===== src/rtl/mem_bridge.sv =====
`default_nettype none
// ============================================================================
// Module  : mem_bridge
// Brief   : Datapath-to-external-memory bridge with a one-entry read-hit
//           buffer and a bounded wait for the external acknowledge.
// Revision: 1.0 - initial release
// ============================================================================
module mem_bridge #(
    parameter int TIMEOUT_CYCLES = 15
) (
    input  logic        clk,
    input  logic        rst,
    input  logic [12:0] address,
    input  logic [7:0]  write_data,
    input  logic        mem_read,
    input  logic        mem_write,
    output logic [7:0]  read_data,
    output logic        ready,
    output logic        busy,
    output logic        err,
    output logic        ext_req,
    output logic        ext_we,
    output logic [12:0] ext_addr,
    output logic [7:0]  ext_wdata,
    input  logic [7:0]  ext_rdata,
    input  logic        ext_ack
);

    typedef enum logic [1:0] {
        S_IDLE = 2'd0,
        S_REQ  = 2'd1,
        S_DONE = 2'd2
    } state_t;

    // Last REQ cycle index at which a missing ack turns into a timeout.
    localparam logic [3:0] c_cnt_last = 4'(TIMEOUT_CYCLES - 1);

    state_t      r_state;
    state_t      w_next_state;
    logic [3:0]  r_cnt;
    logic        r_buf_valid;
    logic [12:0] r_buf_tag;
    logic [7:0]  r_buf_data;
    logic        w_start;
    logic        w_hit;
    logic        w_timeout;

    assign w_start   = mem_read | mem_write;
    assign w_hit     = mem_read & ~mem_write & r_buf_valid & (r_buf_tag == address);
    assign w_timeout = (r_cnt == c_cnt_last);
    assign ready     = (r_state == S_DONE);
    assign busy      = (r_state != S_IDLE);

    always_ff @(posedge clk or negedge rst) begin
        if (!rst) begin
            r_state <= S_IDLE;
        end else begin
            r_state <= w_next_state;
        end
    end

    always_comb begin
        w_next_state = r_state;
        case (r_state)
            S_IDLE: begin
                if (w_start) begin
                    w_next_state = w_hit ? S_DONE : S_REQ;
                end
            end
            S_REQ: begin
                if (ext_ack || w_timeout) begin
                    w_next_state = S_DONE;
                end
            end
            S_DONE:  w_next_state = S_IDLE;
            default: w_next_state = S_IDLE;
        endcase
    end

    always_ff @(posedge clk or negedge rst) begin
        if (!rst) begin
            read_data   <= 8'h00;
            err         <= 1'b0;
            ext_req     <= 1'b0;
            ext_we      <= 1'b0;
            ext_addr    <= 13'h0000;
            ext_wdata   <= 8'h00;
            r_cnt       <= 4'h0;
            r_buf_valid <= 1'b0;
            r_buf_tag   <= 13'h0000;
            r_buf_data  <= 8'h00;
        end else begin
            case (r_state)
                S_IDLE: begin
                    if (w_start) begin
                        ext_addr  <= address;
                        ext_wdata <= write_data;
                        err       <= 1'b0;
                        r_cnt     <= 4'h0;
                        if (w_hit) begin
                            read_data <= r_buf_data;
                        end else begin
                            ext_req <= 1'b1;
                            ext_we  <= mem_write;
                        end
                    end
                end
                S_REQ: begin
                    if (ext_ack) begin
                        ext_req <= 1'b0;
                        ext_we  <= 1'b0;
                        if (!ext_we) begin
                            read_data   <= ext_rdata;
                            r_buf_data  <= ext_rdata;
                            r_buf_tag   <= ext_addr;
                            r_buf_valid <= 1'b1;
                        end else if (r_buf_tag == ext_addr) begin
                            // Keep the buffered copy coherent with the store.
                            r_buf_data <= ext_wdata;
                        end
                    end else begin
                        r_cnt <= r_cnt + 4'd1;
                        if (w_timeout) begin
                            ext_req     <= 1'b0;
                            ext_we      <= 1'b0;
                            err         <= 1'b1;
                            r_buf_valid <= 1'b0;
                            if (!ext_we) begin
                                read_data <= 8'hFF;
                            end
                        end
                    end
                end
                default: ;
            endcase
        end
    end

endmodule
`default_nettype wire


===== config.mk =====
export PLATFORM = sky130hd
export DESIGN_NAME = mem_bridge
export DESIGN_NICKNAME = d
export VERILOG_FILES = /design/src/rtl/mem_bridge.sv
export SDC_FILE = /design/constraint.sdc
export NUM_CORES = 1
export LEC_CHECK = 0
export BUFFER_PORTS_ARGS = -buffer_cell sky130_fd_sc_hd__buf_2
export CAP_MARGIN = 10
export CELL_PAD_IN_SITES_DETAIL_PLACEMENT = 1
export CELL_PAD_IN_SITES_GLOBAL_PLACEMENT = 1
export CORE_MARGIN = 2
export CORE_UTILIZATION = 30
export DETAILED_ROUTE_END_ITERATION = 10
export MAX_ROUTING_LAYER = met4
export PLACE_DENSITY_LB_ADDON = 0.1
export SLEW_MARGIN = 25
export SYNTH_ARGS = -nofsm -noshare
export SYNTH_HDL_FRONTEND = slang
export SYNTH_SLANG_ARGS = --single-unit

===== constraint.sdc =====
create_clock -name clk -period 2.5 [get_ports clk]
set_clock_uncertainty 0.1 [all_clocks]
set_input_delay 0.25 -clock clk [delete_from_list [all_inputs] [get_ports clk]]
set_output_delay 0.25 -clock clk [all_outputs]
set_load 0.05 [all_outputs]

==> results.md <==
* Met3 Use GR at 3.90%
* Max Slew Vio Count at 0
* Rel. slew slack at 47.3%
* GRT busiest layer: met2
* Total GRT Usage at 17.1%
* Detailed placement HPWL at 5950 um
* R2R cell count at 7
* Placed cell count at 522
* Max Buffers Root-to-Sink at 2
* ANT cells at 0
* H-tree Lvls at 3
* R2R setup slack at 420 ps
* Largest net degree at the start of global routing at 61
* CTS Root Cell: clkbuf_8
* Worst Path Arrival at 2200 ps
* CTS Buf Count at 9
* CTS tree: done
* Worst r2r dst: read_data[0]
* Peak Freq at 481 MHz
* Final worst-path cycle share at 83.1%
* Mapped Nets at 365
* First drt pass iteration count at 4
* Routability cong. at 0.720
* Hold_ws at -17.5 ps
* RR Startpoint: r_cnt[0]
* Via count at 2538
* Post-layout minimum cycle time at 2080 ps
* Crit path max fanout at 10
* Failing checks: hold timing
* Die ar. at 10800 sq um
* Startpoint Class: flip-flop
* Average cell area after synthesis at 9.09 sq um
* Via density at 4.67
* Row count at 36
* FILL cells at 1177
* Ys Warns at 0
* Initial antenna violation count at 0
* Routed WL per cell at 15.5 um
* Non-Filler Cell Area, Final at 3760 sq um
* Post-route insts no fill at 544
* FF+latch count, synth at 60
* Post-Syn Area at 2990 sq um
* Post-CTS Setup Bufs at 0
* Grt met1 use at 22.7%
* First-pass GRT wire length at 14200 um
* VDD IR max at 550 uV
* Post-placement cell area at 3490 sq um
* Core outline area at 9730 sq um
* Leak at 0.00189 uW
* Setup WS post-layout at 422 ps
* Nets at 443
* Dpl ws at 439 ps
* Number of global-route vias before repair at 2707
* DRT Wirelength at 8420 um
* Total Power at 5490 uW
* Setup crit end kind: flip-flop
* I/O pins at 68
* Number of DRC markers in iteration 0 at 54
* Slew of the pin with the lowest slew margin at 791 ps
* Num Clock Sinks at 60
* Final Setup Violations at 0
* Max cap viols at 0
* Post-synthesis sequential area ratio at 50.2%
* Die H at 104 um
* Most common cell after layout, fill and taps aside: nand2_1
* DRC at 0
* Antenna viol nets, final at 0
* Most frequent cells in the layout: nand2_1 (110), buf_2 (67), dfrtp_1 (60)
* Die Width at 104 um
* RSZ-0062 raised after global routing: false
* Quantity of I/O buffers inserted on ports at 67
* Pwr dens at 1460 nW/um^2
* Proportion of layout cells with a drive suffix above 1 at 23.8%
* Met2 GRT Util at 26.6%
* Status: complete, but fails checks
* Clk pin slew, worst setup/hold paths at 70 ps
* Area Growth Syn to Fin at 25.8%
* Cells after Synth at 329
* HP Class: in -> async
* Total grt overflow at 0
* Crit path kind: reg -> reg
* Setup TNS Final at 0 ps
* Latest clock arrival within the worst-skew pair at 330 ps
* Netlist cell types at 34
* Final Hold Viols at 25
* Initial Utilization at 30.7%
* Critical Path RT at 2620 ps
## cell usage after synthesis (all sizes together)
cell type	count	share of area, %
a21boi	1	0.25
a21o	1	0.25
a21oi	3	0.50
a221o	8	2.7
a22o	1	0.33
a2bb2o	1	0.67
a311oi	1	0.29
and3	1	0.21
buf	3	0.71
clkbuf	12	1.5
dfrtp	60	50
ha	2	0.84
inv	4	0.50
nand2	110	14
nand2b	8	1.7
nand3b	2	0.50
nand4	4	1.0
nor2	21	2.9
nor2b	1	0.21
nor3	17	2.8
nor3b	15	3.8
nor4	7	2.7
o21a	1	0.25
o21ai	14	2.3
o21bai	1	0.38
o31ai	1	0.25
or2	1	0.21
xor2	28	8.2
## sequential cells by signal (all words and copies together), names as in the netlist
signal,count
err,1
ext_addr,13
ext_req,1
ext_wdata,8
ext_we,1
r_buf_data,8
r_buf_tag,13
r_buf_valid,1
r_cnt,4
r_state,2
read_data,8
## worst max-delay path: stages (launching register included)
cell	delay [ps]
dfrtp_1	440
inv_1	80
ha_1	130
and3_1	250
o21bai_2	170
nor2_1	200
a2bb2o_4	270
a221o_1	340
## layer usage
layer  routed length, um  share of wire (%)  vias to the layer above
met2                3930                 47                       49
met3                 311                3.7                       11
met5                   0                  0                        -
met1                4090                 49                     1227
met4                  87                1.0                        0
li1                    -                  -                     1251
## metrics by stage
stage / hold WS, ps / util, %
floorplan: -146 / -
global placement: 340 / 35.9
detailed placement: 348 / 35.9
CTS: 3.19 / 38.7
global route: 33.6 / 38.7
finish: -17.5 / 38.7
## kinds of logic (layout without fill, tap and decap cells)
kind of cell,Yosys count,after routing,synth area share [%]
fa+ha+maj,2,2,0.837
flops,60,60,50.2
simple gates,187,187,29.8
compound gates,33,33,8.20
buf+inv,19,101,2.72
xor+xnor,28,28,8.20
## power breakdown
part / switching [uW] / internal, uW / total, uW
logic: 1950 / 836 / 2780
clock network: 373 / 538 / 911
registers: 404 / 1400 / 1800
## how the worst max path moves through the flow
stage               startpoint           end  slack (ps)  depth (start not counted)
global placement      r_cnt[0]  read_data[1]         500                          7
CTS                   r_cnt[0]  read_data[6]         410                          7
floorplan             r_cnt[0]  read_data[0]         520                          8
finish                r_cnt[0]  read_data[0]         420                          7
global route          r_cnt[0]  read_data[5]         310                          7
detailed placement    r_cnt[0]  read_data[2]         440                          7
## final cells by class
cell class	instances	area, sq um	share of cell area (%)
Inverter	4	15.0	0.399
Clock buffer	14	173	4.59
Clock inverter	1	30.0	0.798
Sequential cell	60	1500	39.9
Tap cell	133	166	4.42
Timing Repair Buffer	82	465	12.4
Multi-Input combinational cell	250	1410	37.5
## repair_timing
item	in CTS	in global routing
hold buffers	7	0
endpoints found under the hold margin	7	0
resized for setup	0	0
setup endpoints to repair	0	0
(Power assumes the default switching activity.)
